File: src/rtl/cpu_pkg.sv
// cpu_pkg: definitions shared by the accumulator CPU's sequencer and decoder.
//   - 4-bit opcode constants (the decoder uses the same values)
//   - control-state enum for the fetch/execute sequencer
package cpu_pkg;

   localparam logic [3:0] OP_LDA       = 4'd0;
   localparam logic [3:0] OP_STA       = 4'd1;
   localparam logic [3:0] OP_ADD       = 4'd2;
   localparam logic [3:0] OP_SUB       = 4'd3;
   localparam logic [3:0] OP_JMP       = 4'd4;
   localparam logic [3:0] OP_JMI       = 4'd5;
   localparam logic [3:0] OP_JEQ       = 4'd6;
   localparam logic [3:0] OP_STP       = 4'd7;
   localparam logic [3:0] OP_LDI       = 4'd8;
   localparam logic [3:0] OP_MAX_LEGAL = 4'd8;

   typedef enum logic [1:0] {
      S_FETCH = 2'd0,
      S_EXEC1 = 2'd1,
      S_EXEC2 = 2'd2,
      S_HALT  = 2'd3
   } state_t;

endpackage

File: src/rtl/cpu_sequencer_if.sv
// cpu_sequencer_if: bundle between the sequencer, instruction memory,
// decoder and run control.
//   master : sequencer side (drives state flags, IR, OPERAND, status)
//   slave  : memory/decoder/run-control side (drives MEM_Q, EXTRA, STEP*)
interface cpu_sequencer_if #(
   parameter int DATA_W = 16,
   parameter int OP_W   = 4,
   parameter int ADDR_W = 8,
   parameter int CNT_W  = 16
) ();
   logic [DATA_W-1:0] MEM_Q;
   logic              EXTRA;
   logic              STEP_MODE;
   logic              STEP;
   logic              FETCH;
   logic              EXEC1;
   logic              EXEC2;
   logic              HALTED;
   logic [OP_W-1:0]   IR;
   logic [ADDR_W-1:0] OPERAND;
   logic              ILLEGAL;
   logic [CNT_W-1:0]  INSTR_COUNT;

   modport master (
      input  MEM_Q, EXTRA, STEP_MODE, STEP,
      output FETCH, EXEC1, EXEC2, HALTED, IR, OPERAND, ILLEGAL, INSTR_COUNT
   );

   modport slave (
      output MEM_Q, EXTRA, STEP_MODE, STEP,
      input  FETCH, EXEC1, EXEC2, HALTED, IR, OPERAND, ILLEGAL, INSTR_COUNT
   );
endinterface

File: src/rtl/cpu_sequencer.sv
// cpu_sequencer: control-state sequencer and instruction register.
//   CLK   : rising-edge clock
//   RESET : synchronous, active-high; wins over everything, including S_HALT
//   bus   : cpu_sequencer_if.master
//           in  MEM_Q (valid in FETCH), EXTRA (sampled in EXEC1),
//               STEP_MODE/STEP (run control, sampled in FETCH only)
//           out FETCH/EXEC1/EXEC2/HALTED (one-hot state), IR, OPERAND,
//               ILLEGAL (sticky), INSTR_COUNT (wrapping)
// Every output is a flop or a decode of flops only; no input reaches an
// output combinationally.
module cpu_sequencer
   import cpu_pkg::*;
#(
   parameter int DATA_W = 16,
   parameter int OP_W   = 4,
   parameter int ADDR_W = 8,
   parameter int CNT_W  = 16
) (
   input  logic            CLK,
   input  logic            RESET,
   cpu_sequencer_if.master bus
);

   state_t            state, state_nxt;
   logic [OP_W-1:0]   ir;
   logic [ADDR_W-1:0] operand;
   logic              illegal;
   logic [CNT_W-1:0]  instr_count;
   logic              go;

   // Pad bits between opcode and operand carry no meaning here.
   logic              unused_pad;
   assign unused_pad = ^bus.MEM_Q;

   // Single-step: STEP held high behaves like free-running.
   assign go = !bus.STEP_MODE || bus.STEP;

   always_ff @(posedge CLK) begin
      if (RESET) state <= S_FETCH;
      else       state <= state_nxt;
   end

   always_comb begin
      state_nxt = state;
      case (state)
         S_FETCH: if (go) state_nxt = S_EXEC1;
         S_EXEC1: begin
            // STP wins over EXTRA.
            if (ir == OP_W'(OP_STP)) state_nxt = S_HALT;
            else if (bus.EXTRA)      state_nxt = S_EXEC2;
            else                     state_nxt = S_FETCH;
         end
         S_EXEC2: state_nxt = S_FETCH;
         S_HALT:  state_nxt = S_HALT;
         default: state_nxt = S_FETCH;
      endcase
   end

   // IR/OPERAND load only on the FETCH->EXEC1 edge so the decoder sees
   // them stable for the whole execute phase.
   always_ff @(posedge CLK) begin
      if (RESET) begin
         ir          <= '0;
         operand     <= '0;
         illegal     <= 1'b0;
         instr_count <= '0;
      end else begin
         if (state == S_FETCH && go) begin
            ir          <= bus.MEM_Q[DATA_W-1 -: OP_W];
            operand     <= bus.MEM_Q[ADDR_W-1:0];
            instr_count <= instr_count + CNT_W'(1);
         end
         if (state == S_EXEC1 && ir > OP_W'(OP_MAX_LEGAL))
            illegal <= 1'b1;
      end
   end

   assign bus.FETCH       = (state == S_FETCH);
   assign bus.EXEC1       = (state == S_EXEC1);
   assign bus.EXEC2       = (state == S_EXEC2);
   assign bus.HALTED      = (state == S_HALT);
   assign bus.IR          = ir;
   assign bus.OPERAND     = operand;
   assign bus.ILLEGAL     = illegal;
   assign bus.INSTR_COUNT = instr_count;

endmodule

File: src/flat_wrapper.sv
// flat-port wrapper written by rule: the top's interface ports become plain ports
module cpu_sequencer_flat import cpu_pkg::*;
#(
   parameter int DATA_W = 16,
   parameter int OP_W   = 4,
   parameter int ADDR_W = 8,
   parameter int CNT_W  = 16
)
  (CLK, RESET, bus_MEM_Q, bus_EXTRA, bus_STEP_MODE, bus_STEP, bus_FETCH, bus_EXEC1, bus_EXEC2, bus_HALTED, bus_IR, bus_OPERAND, bus_ILLEGAL, bus_INSTR_COUNT);
  cpu_sequencer_if #(.DATA_W(DATA_W), .OP_W(OP_W), .ADDR_W(ADDR_W), .CNT_W(CNT_W)) bus_i ();
  input  logic CLK;
  input  logic RESET;
  input wire logic [$bits(bus_i.MEM_Q)-1:0] bus_MEM_Q;
  input wire logic [$bits(bus_i.EXTRA)-1:0] bus_EXTRA;
  input wire logic [$bits(bus_i.STEP_MODE)-1:0] bus_STEP_MODE;
  input wire logic [$bits(bus_i.STEP)-1:0] bus_STEP;
  output wire logic [$bits(bus_i.FETCH)-1:0] bus_FETCH;
  output wire logic [$bits(bus_i.EXEC1)-1:0] bus_EXEC1;
  output wire logic [$bits(bus_i.EXEC2)-1:0] bus_EXEC2;
  output wire logic [$bits(bus_i.HALTED)-1:0] bus_HALTED;
  output wire logic [$bits(bus_i.IR)-1:0] bus_IR;
  output wire logic [$bits(bus_i.OPERAND)-1:0] bus_OPERAND;
  output wire logic [$bits(bus_i.ILLEGAL)-1:0] bus_ILLEGAL;
  output wire logic [$bits(bus_i.INSTR_COUNT)-1:0] bus_INSTR_COUNT;
  assign bus_i.MEM_Q = bus_MEM_Q;
  assign bus_i.EXTRA = bus_EXTRA;
  assign bus_i.STEP_MODE = bus_STEP_MODE;
  assign bus_i.STEP = bus_STEP;
  assign bus_FETCH = bus_i.FETCH;
  assign bus_EXEC1 = bus_i.EXEC1;
  assign bus_EXEC2 = bus_i.EXEC2;
  assign bus_HALTED = bus_i.HALTED;
  assign bus_IR = bus_i.IR;
  assign bus_OPERAND = bus_i.OPERAND;
  assign bus_ILLEGAL = bus_i.ILLEGAL;
  assign bus_INSTR_COUNT = bus_i.INSTR_COUNT;
  cpu_sequencer #(.DATA_W(DATA_W), .OP_W(OP_W), .ADDR_W(ADDR_W), .CNT_W(CNT_W)) u_core (.CLK(CLK), .RESET(RESET), .bus(bus_i));
endmodule
File: config.mk
export PLATFORM = sky130hd
export DESIGN_NAME = cpu_sequencer_flat
export DESIGN_NICKNAME = d
export VERILOG_FILES = /design/src/rtl/cpu_pkg.sv /design/src/rtl/cpu_sequencer_if.sv /design/src/rtl/cpu_sequencer.sv /design/src/flat_wrapper.sv
export SDC_FILE = /design/constraint.sdc
export NUM_CORES = 1
export LEC_CHECK = 0
export BUFFER_PORTS_ARGS = -buffer_cell sky130_fd_sc_hd__buf_2
export CAP_MARGIN = 30
export CORE_MARGIN = 3
export CORE_UTILIZATION = 50
export CTS_BUF_LIST = sky130_fd_sc_hd__clkbuf_16
export DETAILED_ROUTE_END_ITERATION = 7
export GPL_ROUTABILITY_DRIVEN = 1
export PLACE_DENSITY = 0.89
export SYNTH_ARGS = -nofsm -noshare
export SYNTH_HDL_FRONTEND = slang
export SYNTH_SLANG_ARGS = --single-unit
File: constraint.sdc
create_clock -name CLK -period 6.05 [get_ports CLK]
set_clock_uncertainty 0.1 [all_clocks]
set_input_delay 0.605 -clock CLK [delete_from_list [all_inputs] [get_ports CLK]]
set_output_delay 0.605 -clock CLK [all_outputs]
set_load 0.01 [all_outputs]
==> reports/qor.yml, run 1 <==
floorplanning:
  std_cell_rows: 17
  die_h_um: 56.7
  dieArea_um2: 3210
  initial_utilization_pct: 55.4
  dieWidth_um: 56.7
  pin_count: 54
  core_um2: 2320
synthesis:
  yosysWarningCount: 0
  synth_top_family_by_area: "simple AND/OR/NAND/NOR gates"
  synth_top_area_share_pct: 48.3
  synth_edf_count: 0
  synth-async-reset-ratio_pct: 0
  yosysSeqAreaShare_pct: 48.3
  syn_nets: 178
  synth_compound_area_share_pct: 13.7
  synth_common_cells: "dfxtp_1, nand2_1, a21oi_1, nor2_1, nand3_1"
  synth_area_leader_cell: "dfxtp_1"
  synth_xor_area_share_pct: 4.77
  synthCells: 156
  synthAdderAreaFrac_pct: 0.974
  synth_area_um2: 1280
  synthFlopType: "dfxtp_1"
  yosys.area_share.simple_pct: 29.4
  synthDistinctLibCells: 31
  ys_ff_latch: 31
  synth_area_leaders: "dfxtp_1, nand2_1, a21oi_1, nor2_1, nand3_1"
  synth.avg_cell_area_um2: 8.24
  synth.area.mux_share_pct: 0
grt:
  busiest_layer: "met2"
  overflow: 0
  grt_use_met3_pct: 5.52
  grt_max_degree: 32
  grt_use_total_pct: 20.4
  gr-usage-met1_pct: 23.6
  grt_pass1_vias: 1213
  antenna_found_initial: 0
  grt_pass1_wl_mm: 5.16
  grt.met2_usage_pct: 32.7
sta:
  period_needed_ps: 2130
  worst_pin_slew_ps: 948
  whs_ps: 356
  slew_viol_final: 0
  setup_viol: 0
  max_freq_mhz: 469
  hold_viol_final: 0
  rsz0062_at_grt: "no"
  slew_headroom_pct: 36.6
  finalCritPeriodShare_pct: 35.3
  setup_tns_ps: 0
route:
  drcViolationCount: 0
  dr.pass1.iters: 4
  totalWireLength_mm: 3.22
  ant_nets: 0
  dr_total_vias: 1300
  post_drt_wl_per_cell_um: 13.8
  via_per_inst: 5.56
  dr.first_iter.drc_count: 35
finish:
  nets: 227
  final_core_utilization_pct: 72.2
  num_antenna_cells: 0
  area_growth_pct: 30.3
  fin_cells: 234
  drive_above_1_share_pct: 27.2
setup_path:
  critical_path_depth: 4
  cp.required_ps: 6150
  reg2reg_depth: 4
  critPathSlowestCell: "or4b_1"
  worst-path-buf-inv: 0
  crit_path_start_kind: "register"
  crit_path_end_kind: "register"
  cp_cell_sequence: "or2_1 > or4b_1 > or4_1 > a21oi_1"
  cp_top_family: "simple AND/OR/NAND/NOR gates"
  crit_arrival_ps: 2230
  worstSetupPathType: "reg2reg"
  cp_max_fo: 8
  critPathMaxStageDelay_ps: 680
clock_tree:
  cts_tree: "built"
  htree_levels: 2
  cts_root_buf: "clkbuf_16"
  numCtsBuffers: 5
  cts.repair.resized: 0
  cts_buffer_depth: 2
  cts_sinks: 31
  hold_buffers: 0
  clk_latency_ps: 270
  post_cts_buffers: 0
  cts.clk_slew.worst_paths_ps: 50
placed_design:
  port_buffers: 49
  hpwl_mm: 2.22
  place.gp.congestion: 0.750
  dp.cells: 226
hold_path:
  whs_path_depth: 2
  hold_path_class: "reg2reg"
pwr:
  power_density_nw_per_um2: 301
  p_leak_nw: 0.752
  peakVddDrop_mv: 0.278
outcome:
  status: "finished clean"
job:
  max_cap_viol_count: 0
## registers in the layout, indices dropped and copies added, names as in the netlist
| name | count |
|---|---|
| u_core.bus.ILLEGAL | 1 |
| u_core.bus.OPERAND | 8 |
| u_core.bus.INSTR_COUNT | 16 |
| u_core.state | 2 |
| u_core.bus.IR | 4 |
## routing by layer
layer | part of all wire [%] | vias to the layer above
met3 | 8.6 | 10
met5 | 0 | -
li1 | - | 640
met4 | 2.2 | 0
met2 | 49 | 58
met1 | 40 | 592
## power breakdown
group	leakage, nW	switching [W]	internal [W]
Combinational	0.423	0.0000323	0.0000207
Sequential	0.253	0.00000803	0.000215
Clock	0.0762	0.0000810	0.000148
Total	0.752	0.000121	0.000383
## stage by stage
step	power [W]	setup WS, ps	area, um2
global placement	0.000275	3830	1540
global route	0.000523	3840	1670
floorplan	0.000257	3980	1280
finish	0.000504	3920	1670
CTS	0.000506	3930	1670
detailed placement	0.000278	3780	1540
## cells in the final DEF (no fill, tap or decap), types with 2 or more instances in the layout
master      n
xor2_1      3
buf_2      49
inv_1       4
nor2_1     11
nor2b_1     2
o31ai_1     4
clkbuf_16   5
nor4_1      2
or4_1       4
dfxtp_1    31
or3_1       4
nand2_1    31
nand4_1     4
o21ai_0     4
xnor2_1     4
and2_1      2
nand3_1     7
a21oi_1    22
## worst register-to-register path, cell delays in order (launching register included)
cell	delay [ps]
dfxtp_1	340
or2_1	320
or4b_1	680
or4_1	450
a21oi_1	170
## area by class of cell
class,instances,area [um2]
Sequential cell,31,621
Inverter,2,7.51
Fill cell,186,644
Timing Repair Buffer,49,245
Clock buffer,5,125
Multi-Input combinational cell,116,628
Clock inverter,3,12.5
Tap cell,28,35.0
## kinds of logic after synthesis
kind of cell / count (synthesis)
DFF: 31
xor gates and xnor gates: 7
buffers and inverters: 9
adders and majority gates: 1
and+or+nand+nor: 76
AOI/OAI and AO/OA: 32
## worst paths after layout
path / start / end / slack, ps
min: u_core.bus.OPERAND[4] / u_core.bus.OPERAND[4] / 360
min reg2reg: u_core.bus.OPERAND[4] / u_core.bus.OPERAND[4] / 360
max: u_core.state[0] / u_core.bus.INSTR_COUNT[15] / 3920
max reg2reg: u_core.state[0] / u_core.bus.INSTR_COUNT[15] / 3920
Power figures use the tool's default switching activity.
==> inputs of run 2 (changes only) <==
--- a/config.mk
+++ b/config.mk
@@ -5,14 +5,16 @@
 export SDC_FILE = /design/constraint.sdc
 export NUM_CORES = 1
 export LEC_CHECK = 0
+export ABC_AREA = 1
 export BUFFER_PORTS_ARGS = -buffer_cell sky130_fd_sc_hd__buf_2
 export CAP_MARGIN = 30
+export CORE_ASPECT_RATIO = 0.5
 export CORE_MARGIN = 3
-export CORE_UTILIZATION = 50
+export CORE_UTILIZATION = 43
 export CTS_BUF_LIST = sky130_fd_sc_hd__clkbuf_16
 export DETAILED_ROUTE_END_ITERATION = 7
 export GPL_ROUTABILITY_DRIVEN = 1
-export PLACE_DENSITY = 0.89
+export PLACE_DENSITY = 0.81
 export SYNTH_ARGS = -nofsm -noshare
 export SYNTH_HDL_FRONTEND = slang
 export SYNTH_SLANG_ARGS = --single-unit
==> constraint.sdc (replaced) <==
create_clock -name CLK -period 1.8 [get_ports CLK]
set_clock_uncertainty 0.1 [all_clocks]
set_input_delay 0.18 -clock CLK [delete_from_list [all_inputs] [get_ports CLK]]
set_output_delay 0.18 -clock CLK [all_outputs]
set_load 0.01 [all_outputs]
==> reports/qor.yml, run 2 <==
placed_design:
  dp_slack_ps: 350
  port_buffers: 49
  dp.cells: 269
  hpwl_mm: 2.29
  place.gp.congestion: 0.844
grt:
  grt_max_degree: 21
  grt_pass1_vias: 1227
  grt_use_total_pct: 17.5
  grt_pass1_wl_mm: 5.31
  overflow: 0
  antenna_found_initial: 0
job:
  max_cap_viol_count: 0
pwr:
  peakVddDrop_mv: 0.604
  p_leak_nw: 0.875
  power_density_nw_per_um2: 987
floorplanning:
  die_h_um: 45.8
  initial_utilization_pct: 48.7
  std_cell_rows: 13
  pin_count: 54
  dieWidth_um: 85.6
  core_um2: 2800
  dieArea_um2: 3920
sta:
  max_freq_mhz: 687
  setup_viol: 0
  final.setup.worst_slack_ps: 344
  worst_pin_slew_ps: 253
  slew_headroom_pct: 83.0
  period_needed_ps: 1460
  rsz0062_at_grt: "no"
  finalCritPeriodShare_pct: 80.9
  setup_tns_ps: 0
  hold_viol_final: 0
  slew_viol_final: 0
  whs_ps: 46.5
setup_path:
  cp_max_fo: 18
  crit_arrival_ps: 1520
  critPathMaxStageDelay_ps: 370
  crit_path_start_kind: "register"
  critPathSlowestCell: "dfxtp_1"
  worstSetupPathType: "reg2reg"
  rr_startpoint: "u_core.state[0]"
  cp_cell_sequence: "nor2_4 > nand2_4 > inv_4 > nand3_2 > xor2_1 > nor2_1"
  cp.required_ps: 1860
  startpoint: "u_core.state[0]"
  crit_path_end_kind: "register"
route:
  totalWireLength_mm: 3.20
  dr.first_iter.drc_count: 60
  via_per_inst: 4.82
  ant_nets: 0
  dr_total_vias: 1336
  post_drt_wl_per_cell_um: 11.5
  drcViolationCount: 0
  dr.pass1.iters: 4
finish:
  layout_common_cells: "buf_2, nor2_1, dfxtp_1"
  largest_register_ffs: 16
  fin_cells: 277
  drive_above_1_share_pct: 27.5
  mostFrequentLayoutCell: "buf_2"
  area_growth_pct: 30.5
  nets: 261
  num_antenna_cells: 0
  final_core_utilization_pct: 63.6
synthesis:
  synth-async-reset-ratio_pct: 0
  synth.avg_cell_area_um2: 7.29
  synth_area_leader_cell: "dfxtp_1"
  yosysWarningCount: 0
  syn_nets: 209
  yosysMostFrequentCell: "nor2_1"
  synthDistinctLibCells: 23
  yosysSeqAreaShare_pct: 45.5
  synth_top_area_share_pct: 45.5
  synth_area_um2: 1360
  synthCells: 187
  ys_ff_latch: 31
  synth_area_leaders: "dfxtp_1, nor2_1, o21ai_0, nand2_1, inv_1"
  synthFlopType: "dfxtp_1"
  synth_edf_count: 0
  synth_common_cells: "nor2_1, dfxtp_1, nand2_1, o21ai_0, inv_1"
clock_tree:
  cts.repair.resized: 0
  htree_levels: 2
  cts_buffer_depth: 2
  cts.clk_slew.worst_paths_ps: 50
  numCtsBuffers: 5
  hold_buffers: 0
  post_cts_buffers: 0
  cts_root_buf: "clkbuf_16"
  cts_tree: "built"
  cts_sinks: 31
  clk_latency_ps: 270
hold_path:
  min_from: "bus_EXTRA"
  hold_path_class: "in2reg"
outcome:
  status: "finished clean"
-- run 2: critical path: cells and delay by family, from the launching register on --
family | cells | cell delay (ps)
AND/OR/NAND/NOR | 4 | 510
flip-flops | 1 | 370
XOR/XNOR | 1 | 140
buffers and inverters | 1 | 210
-- run 2: power by group --
part	leakage [nW]	switching (W)	total, W	internal, W
clock	0.0710	0.000291	0.000794	0.000503
sequential	0.254	0.0000329	0.000761	0.000728
combinational	0.550	0.000123	0.000201	0.0000782
total	0.875	0.000446	0.00176	0.00131
-- run 2: path summary, 6_finish.rpt --
kind	to	slack (ps)	cells after the start
setup / recovery	u_core.bus.INSTR_COUNT[10]	340	6
setup reg to reg	u_core.bus.INSTR_COUNT[10]	340	6
hold / removal	u_core.state[1]	50	3
hold reg to reg	u_core.bus.ILLEGAL	370	2
-- run 2: stage by stage --
step           area (um2)  total power, W
2_1_floorplan        1360        0.000897
3_3_place_gp         1640        0.000969
3_5_place_dp         1640        0.000975
4_1_cts              1780         0.00177
5_1_grt              1780         0.00183
6_report             1780         0.00176
-- run 2: kinds of logic (layout without fill, tap and decap cells) --
logic type	Yosys count	count (layout)	synth area share, %
buffers and inverters	23	76	6.98
and+or+nand+nor	98	98	32.8
DFF	31	31	45.5
adders and majority gates	1	1	0.918
xor gates and xnor gates	3	3	1.93
AOI/OAI and AO/OA	31	31	11.8
-- run 2: metal layers --
layer  vias to the layer above  share of wire [%]  GRT usage (%)
li1                        704                  -              -
met1                       600                 47           21.2
met2                        28                 46           27.8
met3                         4                5.6           7.04
met4                         0                1.1           7.89
met5                         -                  0              0
-- run 2: final cells by class --
| cell class | instances | area [um2] |
|---|---|---|
| clock buffer | 5 | 125 |
| fill | 259 | 1020 |
| sequential | 31 | 621 |
| multi-input combinational | 133 | 647 |
| inverter | 18 | 70.1 |
| tap | 37 | 46.3 |
| clock inverter | 3 | 16.3 |
| timing repair buffer | 50 | 253 |
